===== src/rtl/elelock_pkg.sv =====
// Shared types and helpers for the electronic-lock keypad controller.
// Holds the state encoding, digit width and the one-hot key encoder.
package elelock_pkg;

  localparam int DIGIT_W = 4;
  localparam int CNT_W   = 4;

  typedef enum logic [2:0] {
    ST_LOCKED   = 3'd0,
    ST_ENTRY    = 3'd1,
    ST_CHECK    = 3'd2,
    ST_UNLOCKED = 3'd3,
    ST_LOCKOUT  = 3'd4
  } state_t;

  typedef struct packed {
    logic               valid;
    logic [DIGIT_W-1:0] bcd;
  } key_t;

  // Valid only when exactly one key is down; bcd is the index of that key.
  function automatic key_t keyenc(input logic [9:0] key);
    key_t       r;
    logic [3:0] ones;
    r.bcd = 4'd0;
    ones  = 4'd0;
    for (int i = 0; i < 10; i++) begin
      r.bcd = key[i] ? 4'(i) : r.bcd;
      ones  = ones + {3'b000, key[i]};
    end
    r.valid = (ones == 4'd1);
    return r;
  endfunction

endpackage


===== src/rtl/elelock_if.sv =====
// Keypad/status bundle between the lock panel and the controller.
interface elelock_if;
  import elelock_pkg::*;

  logic [9:0]       tenkey;
  logic             close;
  logic             lock;
  logic             alarm;
  logic [CNT_W-1:0] digit_cnt;
  logic [CNT_W-1:0] fail_cnt;

  modport master (output tenkey, close, input lock, alarm, digit_cnt, fail_cnt);
  modport slave  (input tenkey, close, output lock, alarm, digit_cnt, fail_cnt);
endinterface


===== src/rtl/elelock_keyscan.sv =====
// Key-press detector: one event per clean press from an idle pad.
module elelock_keyscan
  import elelock_pkg::*;
(
  input  logic               clk,
  input  logic               reset,
  input  logic [9:0]         tenkey,
  output logic               press,
  output logic [DIGIT_W-1:0] digit
);

  logic [9:0] tenkey_q;
  key_t       enc_s;

  // Previous pad sample; a press needs the pad to have been idle.
  always_ff @(posedge clk or posedge reset) begin
    if (reset) begin
      tenkey_q <= 10'd0;
    end else begin
      tenkey_q <= tenkey;
    end
  end

  assign enc_s = keyenc(tenkey);
  assign press = enc_s.valid && (tenkey_q == 10'd0);
  assign digit = enc_s.bcd;

endmodule


===== src/rtl/elelock_ctrl.sv =====
// Code-entry state machine for the electronic lock: collects digits, checks the
// secret, counts failures, enforces lockout and relocks on timeout.
module elelock_ctrl
  import elelock_pkg::*;
#(
  parameter int                          DIGITS      = 4,
  parameter logic [DIGIT_W*DIGITS-1:0]   SECRET      = 16'h3712,
  parameter int                          MAX_FAIL    = 3,
  parameter int                          ENTRY_TO    = 200,
  parameter int                          RELOCK_CYC  = 500,
  parameter int                          LOCKOUT_CYC = 1000
) (
  input logic       clk,
  input logic       reset,
  elelock_if.slave  bus
);

  localparam int EW   = DIGIT_W * DIGITS;
  localparam int TMAX = (ENTRY_TO > RELOCK_CYC)
                      ? ((ENTRY_TO > LOCKOUT_CYC) ? ENTRY_TO : LOCKOUT_CYC)
                      : ((RELOCK_CYC > LOCKOUT_CYC) ? RELOCK_CYC : LOCKOUT_CYC);
  localparam int TW   = $clog2(TMAX + 1);

  state_t             state_r, state_s;
  logic [EW-1:0]      entry_r, entry_s;
  logic [CNT_W-1:0]   digit_cnt_r, digit_cnt_s;
  logic [CNT_W-1:0]   fail_cnt_r, fail_cnt_s, fail_inc_s;
  logic [TW-1:0]      timer_r, timer_s;
  logic               lock_r, alarm_r;
  logic               press_s;
  logic [DIGIT_W-1:0] digit_s;

  elelock_keyscan u_keyscan (
    .clk    (clk),
    .reset  (reset),
    .tenkey (bus.tenkey),
    .press  (press_s),
    .digit  (digit_s)
  );

  // State, datapath and registered outputs; lock/alarm follow the next state.
  always_ff @(posedge clk or posedge reset) begin
    if (reset) begin
      state_r     <= ST_LOCKED;
      entry_r     <= {EW{1'b1}};
      digit_cnt_r <= 4'd0;
      fail_cnt_r  <= 4'd0;
      timer_r     <= {TW{1'b0}};
      lock_r      <= 1'b1;
      alarm_r     <= 1'b0;
    end else begin
      state_r     <= state_s;
      entry_r     <= entry_s;
      digit_cnt_r <= digit_cnt_s;
      fail_cnt_r  <= fail_cnt_s;
      timer_r     <= timer_s;
      lock_r      <= (state_s != ST_UNLOCKED);
      alarm_r     <= (state_s == ST_LOCKOUT);
    end
  end

  // Next-state and datapath update; the timer holds at zero instead of wrapping.
  always_comb begin
    state_s     = state_r;
    entry_s     = entry_r;
    digit_cnt_s = digit_cnt_r;
    fail_cnt_s  = fail_cnt_r;
    timer_s     = (timer_r == {TW{1'b0}}) ? timer_r : timer_r - TW'(1);
    fail_inc_s  = (fail_cnt_r >= 4'(MAX_FAIL)) ? fail_cnt_r : fail_cnt_r + 4'd1;
    case (state_r)
      ST_LOCKED: begin
        if (press_s) begin
          state_s     = ST_ENTRY;
          entry_s     = {{(EW-DIGIT_W){1'b1}}, digit_s};
          digit_cnt_s = 4'd1;
          timer_s     = TW'(ENTRY_TO - 1);
        end else begin
          state_s = ST_LOCKED;
        end
      end
      ST_ENTRY: begin
        if (bus.close || (!press_s && timer_r == {TW{1'b0}})) begin
          state_s     = ST_LOCKED;
          entry_s     = {EW{1'b1}};
          digit_cnt_s = 4'd0;
        end else if (press_s) begin
          entry_s     = {entry_r[EW-DIGIT_W-1:0], digit_s};
          digit_cnt_s = digit_cnt_r + 4'd1;
          timer_s     = TW'(ENTRY_TO - 1);
          state_s     = (digit_cnt_r + 4'd1 == 4'(DIGITS)) ? ST_CHECK : ST_ENTRY;
        end else begin
          state_s = ST_ENTRY;
        end
      end
      ST_CHECK: begin
        digit_cnt_s = 4'd0;
        entry_s     = {EW{1'b1}};
        if (entry_r == SECRET) begin
          state_s    = ST_UNLOCKED;
          fail_cnt_s = 4'd0;
          timer_s    = TW'(RELOCK_CYC - 1);
        end else if (fail_inc_s == 4'(MAX_FAIL)) begin
          state_s    = ST_LOCKOUT;
          fail_cnt_s = fail_inc_s;
          timer_s    = TW'(LOCKOUT_CYC - 1);
        end else begin
          state_s    = ST_LOCKED;
          fail_cnt_s = fail_inc_s;
        end
      end
      ST_UNLOCKED: begin
        if (bus.close || timer_r == {TW{1'b0}}) begin
          state_s = ST_LOCKED;
        end else begin
          state_s = ST_UNLOCKED;
        end
      end
      ST_LOCKOUT: begin
        if (timer_r == {TW{1'b0}}) begin
          state_s    = ST_LOCKED;
          fail_cnt_s = 4'd0;
        end else begin
          state_s = ST_LOCKOUT;
        end
      end
      default: begin
        state_s     = ST_LOCKED;
        entry_s     = {EW{1'b1}};
        digit_cnt_s = 4'd0;
      end
    endcase
  end

  assign bus.lock      = lock_r;
  assign bus.alarm     = alarm_r;
  assign bus.digit_cnt = digit_cnt_r;
  assign bus.fail_cnt  = fail_cnt_r;

endmodule


===== src/flat_wrapper.sv =====
// flat-port wrapper written by rule: the top's interface ports become plain ports
module elelock_ctrl_flat import elelock_pkg::*;
#(
  parameter int                          DIGITS      = 4,
  parameter logic [DIGIT_W*DIGITS-1:0]   SECRET      = 16'h3712,
  parameter int                          MAX_FAIL    = 3,
  parameter int                          ENTRY_TO    = 200,
  parameter int                          RELOCK_CYC  = 500,
  parameter int                          LOCKOUT_CYC = 1000
)
  (clk, reset, bus_tenkey, bus_close, bus_lock, bus_alarm, bus_digit_cnt, bus_fail_cnt);
  elelock_if bus_i ();
  input logic clk;
  input logic reset;
  input wire logic [$bits(bus_i.tenkey)-1:0] bus_tenkey;
  input wire logic [$bits(bus_i.close)-1:0] bus_close;
  output wire logic [$bits(bus_i.lock)-1:0] bus_lock;
  output wire logic [$bits(bus_i.alarm)-1:0] bus_alarm;
  output wire logic [$bits(bus_i.digit_cnt)-1:0] bus_digit_cnt;
  output wire logic [$bits(bus_i.fail_cnt)-1:0] bus_fail_cnt;
  assign bus_i.tenkey = bus_tenkey;
  assign bus_i.close = bus_close;
  assign bus_lock = bus_i.lock;
  assign bus_alarm = bus_i.alarm;
  assign bus_digit_cnt = bus_i.digit_cnt;
  assign bus_fail_cnt = bus_i.fail_cnt;
  elelock_ctrl #(.DIGITS(DIGITS), .SECRET(SECRET), .MAX_FAIL(MAX_FAIL), .ENTRY_TO(ENTRY_TO), .RELOCK_CYC(RELOCK_CYC), .LOCKOUT_CYC(LOCKOUT_CYC)) u_core (.clk(clk), .reset(reset), .bus(bus_i));
endmodule

===== config.mk =====
export PLATFORM = sky130hd
export DESIGN_NAME = elelock_ctrl_flat
export DESIGN_NICKNAME = d
export VERILOG_FILES = /design/src/rtl/elelock_pkg.sv /design/src/rtl/elelock_if.sv /design/src/rtl/elelock_keyscan.sv /design/src/rtl/elelock_ctrl.sv /design/src/flat_wrapper.sv
export SDC_FILE = /design/constraint.sdc
export NUM_CORES = 1
export LEC_CHECK = 0
export CAP_MARGIN = 20
export CORE_ASPECT_RATIO = 1.4
export CORE_UTILIZATION = 50
export DETAILED_ROUTE_END_ITERATION = 12
export GPL_ROUTABILITY_DRIVEN = 0
export GPL_TIMING_DRIVEN = 0
export PLACE_DENSITY = 0.84
export SLEW_MARGIN = 20
export SYNTH_ARGS = -nofsm -noshare
export SYNTH_HDL_FRONTEND = slang
export SYNTH_SLANG_ARGS = --single-unit
export TNS_END_PERCENT = 50

===== constraint.sdc =====
create_clock -name clk -period 2.24 [get_ports clk]
set_input_delay 0.448 -clock clk [delete_from_list [all_inputs] [get_ports clk]]
set_output_delay 0.448 -clock clk [all_outputs]
set_load 0.005 [all_outputs]

### Word level (Yosys, flattened, before mapping)

Cells that the tools add are included.

* register bits: 49
* output and inout port bits: 10

* $add $sub $neg: 12
* magnitude comparators: 1
* eq/ne operators: 13
* mux-type cells: 36
* bitwise logic cells: 1
* reductions and logical operators: 12

Operator list (count)
* 10-bit two-way mux: 5
* 16-bit two-way mux: 3
* 16-bit one-hot mux with 3 select lines: 1
* 4-bit two-way mux: 8
* 10-bit one-hot mux with 3 select lines: 1
* 3-bit two-way mux: 9
* 4-bit by 1-bit adder with 4-bit output: 6
* 10-bit logical NOT: 2
* 16-bit by 14-bit equality test with 1-bit output, second input constant: 1
* 3-bit one-hot mux with 5 select lines: 1
* 4-bit one-hot mux with 3 select lines: 1
* 10-bit by 1-bit subtractor with 10-bit output, second input constant: 1
* 4-bit by 1-bit adder with 4-bit output, second input constant: 2
* 2-bit two-way mux: 4
* 4-bit one-hot mux with 2 select lines: 1
* 3-bit by 2-bit equality test with 1-bit output, second input constant: 2
* 3-bit equality test, second input constant: 2
* 3-bit by 1-bit adder with 4-bit output: 1
* 4-bit by 1-bit equality test with 1-bit output, second input constant: 1
* 4-bit by 2-bit equality test with 1-bit output, second input constant: 1
* 4-bit by 3-bit equality test with 1-bit output, second input constant: 1
* 4-bit by 2-bit >= comparator with 1-bit output, second input constant: 1
* 2-bit by 1-bit inequality test with 1-bit output, second input constant: 2
* 2-bit by 1-bit adder with 3-bit output: 1
* other kinds (14): 17

### Depth between registers and ports, before layout

* depth after elaboration: 17
* gate-level depth with buffers: 15

### Modules after synthesis

From an unflattened synthesis, not the netlist that was laid out.

* cell total of the unflattened synthesis: 233
* area, all modules: 2526.2 um^2

By module, submodules not included
* elelock_ctrl: times used 1, cells an instance 186, area each 1976.9 um^2, seq. area each 997.2 um^2
* elelock_keyscan: times used 1, cells an instance 47, area each 549.3 um^2, seq. area each 250.2 um^2

### Worst setup path after synthesis

No wires, ideal clock.

* path kind: input to register
* start: in bus_tenkey[0]
* end: reg u_core.timer_r[9]
* arrival time: 4198 ps
* setup slack: -2077 ps
* cell stages on the path: 14
* path buffers: 1
* cells stage by stage: fa_1 fa_1 inv_1 fa_1 inv_1 ha_1 inv_1 fa_1 a2111oi_0 o2111ai_1 clkbuf_1 a2111oi_2 o21ai_0 and2_1

* cells in the longest elaborated chain, start to end: 16
* elaborated cells on any way between the ends: 17
* those cells by class: add/sub (9); eq/ne (1); mux (3); reduce/logical (4)

Ends and longest elaborated chain
* start: declaration: RTL line flat_wrapper.sv:15 `input wire logic [$bits(bus_i.tenkey)-1:0] bus_tenkey;`
* 1-bit by 1-bit adder with 2-bit output *: RTL line elelock_pkg.sv:29 `ones = ones + {3'b000, key[i]};`
* 2-bit by 1-bit adder with 3-bit output *: RTL line elelock_pkg.sv:29
* 3-bit by 1-bit adder with 4-bit output *: RTL line elelock_pkg.sv:29
* 4-bit by 1-bit adder with 4-bit output * (6 in a row): RTL line elelock_pkg.sv:29
* 4-bit by 1-bit equality test with 1-bit output *: RTL line elelock_pkg.sv:31 `r.valid = (ones == 4'd1);`
* 1-bit logical AND *: RTL line elelock_keyscan.sv:25 `assign press = enc_s.valid && (tenkey_q == 10'd0);`
* 1-bit logical NOT: RTL line elelock_ctrl.sv:82 `if (bus.close || (!press_s && timer_r == {TW{1'b0}})) begin`
* 1-bit logical AND: RTL line elelock_ctrl.sv:82
* 1-bit logical OR: RTL line elelock_ctrl.sv:82
* 10-bit two-way mux: RTL line elelock_ctrl.sv:82
* 10-bit one-hot mux with 3 select lines *: RTL line elelock_ctrl.sv:70 `case (state_r)`
* named net u_core.timer_s[9]: RTL line elelock_ctrl.sv:28 `logic [TW-1:0] timer_r, timer_s;`
* end signal: assignment: RTL line elelock_ctrl.sv:48 `timer_r <= {TW{1'b0}};`
* end signal: assignment: RTL line elelock_ctrl.sv:56 `timer_r <= timer_s;`
* end: declaration: RTL line elelock_ctrl.sv:28

Mark *: on every way through the listed nets, which the timed path passes. The rest lies on a longest branch.
A chain may end at the register's enable or synchronous reset.

### Worst setup path after layout

* start: in bus_tenkey[0]
* end: reg u_core.digit_cnt_r[2] (netlist: u_core.bus.digit_cnt[2])

* cells in the longest elaborated chain, start to end: 16
* elaborated cells on any way between the ends: 19
* those cells by class: add/sub (9); eq/ne (3); mux (2); reduce/logical (5)

Ends and longest elaborated chain
* 1-bit by 1-bit adder with 2-bit output *: RTL line elelock_pkg.sv:29
* 2-bit by 1-bit adder with 3-bit output *: RTL line elelock_pkg.sv:29
* 3-bit by 1-bit adder with 4-bit output *: RTL line elelock_pkg.sv:29
* 4-bit by 1-bit adder with 4-bit output * (6 in a row): RTL line elelock_pkg.sv:29
* 4-bit by 1-bit equality test with 1-bit output *: RTL line elelock_pkg.sv:31
* 1-bit logical AND *: RTL line elelock_keyscan.sv:25
* 1-bit logical NOT: RTL line elelock_ctrl.sv:82
* 1-bit logical AND: RTL line elelock_ctrl.sv:82
* 1-bit logical OR: RTL line elelock_ctrl.sv:82
* 3-bit by 1-bit inequality test with 1-bit output (no source line) / 4-bit two-way mux (equally long branches)
* 3-bit AND reduction (no source line) / 4-bit one-hot mux with 3 select lines (equally long branches)
* end signal: assignment: RTL line elelock_ctrl.sv:54 `digit_cnt_r <= digit_cnt_s;`
* end: declaration: RTL line elelock_ctrl.sv:26 `logic [CNT_W-1:0] digit_cnt_r, digit_cnt_s;`

Every way passes the cells marked *; elsewhere a longest branch is shown, timed or not.

==> impl_metrics.yaml <==
critical_path:
  cp_max_fo: 5
  worst_path_largest_cell_delay_ns: 0.55
  critPathLaunch: "bus_tenkey[0]"
  required_ns: 2.42
  worstReg2RegStart: "u_core.timer_r[4]"
  worst-path-buf-inv: 7
  cp_cell_sequence: "buf_6 -> fa_1 -> fa_1 -> inv_1 -> fa_1 -> inv_1 -> ha_2 -> inv_2 -> fa_2 -> nor4b_4 -> o2111ai_2 -> buf_4 -> o311ai_4 -> a21o_1 -> buf_6 -> buf_12 -> o221ai_2"
  critPathTopFamily: "adder cells"
  end_kind: "flop"
  cp.arrival_ns: 4.12
  cp_common_cell: "fa_1"
  cp_slowest_cell: "fa_1"
  path_class: "in -> reg"
  worstSetupStartpointType: "input pin"
floorplanning:
  start_util_pct: 52.7
  dieArea_um2: 5480
  rows: 30
  ios: 23
  die_w_um: 62.8
  fp.coreArea_um2: 4920
  die_h_um: 87.2
pwr:
  leakage_nw: 1.34
  combPwrFrac_pct: 19.5
  p_clk_share_pct: 29.3
  power.density_nw_per_um2: 602
  power_frac_seq_pct: 51.2
  p_switching_w: 0.000557
  ir_worst_vdd_v: 0.000416
  netSwitchingFraction_pct: 27.8
  p_int_w: 0.00144
final_layout:
  register_area_um2: 1250
  num_antenna_cells: 0
  drive_gt1_share_pct: 30.4
  layout-area-overhead-vs-synth_pct: 28.2
  multi_input_area_um2: 1340
  fillCellCount: 352
  layout.nets: 306
place:
  io_buffers: 22
  dp_worst_setup_slack_ns: -2.60
  place_hpwl_mm: 3.86
yosys:
  synth-seq-area-share_pct: 48.1
  synth_edf_count: 0
  synth.distinct_cells: 59
  synth.top_cells.by_count: "dfrtp_1 (32), inv_1 (21), nand2_1 (20)"
  ys_ff_latch: 49
  synth_nets: 266
  syn_inst: 242
  ys_top_cells_by_area: "dfrtp_1 (31%), dfstp_2 (17%), fa_1 (4.6%)"
  postSynthAreaPerCell_um2: 10.7
  async_flop_share_pct: 100
  syn-cell-area_um2: 2590
  yosys.cell_count.top_type: "dfrtp_1"
  ys_warn_count: 0
  synthFlopType: "dfrtp_1"
  synth_top_area_share_pct: 30.9
  synth_top_area_cell: "dfrtp_1"
global_route:
  grt-ovfl-total: 0
  grt_pass1_vias: 2121
  groute.usage.overall_pct: 22.8
  grt_util_met1_pct: 26.7
  antenna_found_initial: 0
  top_usage_layer: "met2"
  grt_use_met3_pct: 4.58
  met2_usage_pct: 40.2
  grt_max_degree: 35
  grt_pass1_wl_mm: 9.60
routing:
  drt-wirelength-per-cell_um: 16.2
  drt_pass1_iterations: 4
  drt_iter0_drc: 140
  vias_per_cell: 5.91
  drc: 0
  vias: 2050
  ant_nets: 0
  finalWirelength_mm: 5.62
clock_network:
  cts_root_buf: "clkbuf_8"
  clk_latency_ns: 0.32
  numCtsBuffers: 5
  clk_pin_slew_ns: 0.08
  max-clock-path-buffers: 2
  clkSinkCount: 49
  ctsHoldBuffers: 0
  cts_tree: "built"
  htree_num_levels: 2
sta:
  timing.final.crit_share_pct: 176
  min_period_ns: 3.94
  setup_violations: 35
  fin_setup_tns_ns: -52.58
  timing.hold.ws_ns: 0.250
  worst_slack_ns: -1.70
  clock_skew_ns: 0.0223
  max_freq_ghz: 0.254
  drv_slew: 0
  max_slew_margin_pct: 62.2
  hold_viol: 0
  rsz0062_at_grt: "true"
  worst_slew_pin_slew_ns: 0.563
hold_path:
  min_from: "bus_tenkey[0]"
  hp-class: "in -> reg"
outcome:
  outcome: "complete, but fails checks"
  failed_checks: "setup timing"
run:
  cap_violations: 0
[final cells by class]
type / instances / area share [%]
Inverter: 21 / 2.37
Clock inverter: 1 / 0.151
Clock buffer: 7 / 2.94
Multi-Input combinational cell: 160 / 40.4
Timing Repair Buffer: 34 / 10.9
Buffer: 11 / 3.16
Sequential cell: 49 / 37.6
Tap cell: 64 / 2.41
[sequential cells by signal (all words and copies together), names as in the netlist]
name	flops
u_core.entry_r	16
u_core.timer_r	10
u_core.u_keyscan.tenkey_q	10
u_core.bus.digit_cnt	4
u_core.bus.fail_cnt	4
u_core.state_r	3
u_core.bus.alarm	1
u_core.bus.lock	1
[cells in the final DEF, fill, tap and decap left out, types with 3 or more instances in the layout]
cell type / n
o22a_1: 12
a21o_1: 3
dfrtp_1: 30
o31ai_1: 6
a2bb2oi_2: 3
and2_1: 4
buf_12: 3
nand2_1: 18
buf_4: 6
o21ai_1: 3
clkdlybuf4s50_1: 16
dfstp_2: 17
o21ai_0: 8
ha_1: 3
clkbuf_16: 3
a21oi_1: 8
nor2_1: 11
buf_6: 8
nand2b_1: 3
nor3_1: 7
or3_1: 3
inv_1: 19
clkbuf_1: 6
nand3_1: 3
clkbuf_8: 6
fa_1: 5
[kinds of logic after synthesis]
family,share of synthesized area (%)
DFF,48.1
and+or+nand+nor,16.6
AOI/OAI and AO/OA,20.5
buffers and inverters,6.04
adders and majority gates,7.05
muxes,0.386
xor gates and xnor gates,1.35
[metrics by stage]
step	total power, W	area (um2)	util, %	std cells
final	0.00200	3320	67.6	347
after global routing	0.00212	3320	67.6	347
after CTS	0.00199	3260	66.3	345
after detailed placement	0.00139	2980	60.6	329
after global placement	0.00136	2960	60.2	328
after floorplan	0.00128	2660	-	242
[power by group through the flow]
stage	registers (W)	logic [W]	clock network [W]
after floorplan	0.00102	0.000259	0
after global placement	0.00103	0.000331	0
after detailed placement	0.00104	0.000355	0
after CTS	0.00102	0.000380	0.000588
after global routing	0.00103	0.000442	0.000642
final	0.00103	0.000390	0.000586
[path summary, 6_finish.rpt]
check / endpoint / slack (ns) / cells after the start
setup reg to reg: u_core.bus.digit_cnt[2] / -0.32 / 9
hold reg to reg: u_core.entry_r[1] / 0.53 / 1
hold / removal: u_core.u_keyscan.tenkey_q[0] / 0.25 / 1
min in group asynchronous: u_core.bus.fail_cnt[3] / 0.41 / 2
setup / recovery: u_core.bus.digit_cnt[2] / -1.70 / 17
max in group asynchronous: u_core.entry_r[15] / 1.25 / 3
[timing repair]
item / CTS / global route
endpoints found under the setup margin: 39 / 38
pin swaps: 11 / 7
buffers inserted: 9 / 1
resized for setup: 45 / 13
gates cloned: 0 / 1
[worst reg2reg max path: stages (launching register included)]
cell and delay, ns:
dfrtp_1 0.44, or4_1 0.51, buf_2 0.17, or4_4 0.49, buf_6 0.16, a21oi_2 0.13
a21o_1 0.17, buf_6 0.14, buf_12 0.12, o221ai_2 0.09
[routing by layer]
metal  wire length [um]  vias up
li1                   -      970
met1               2240     1012
met2               3030       56
met3                229       12
met4                119        0
met5                  0        -
(Power assumes the default switching activity.)
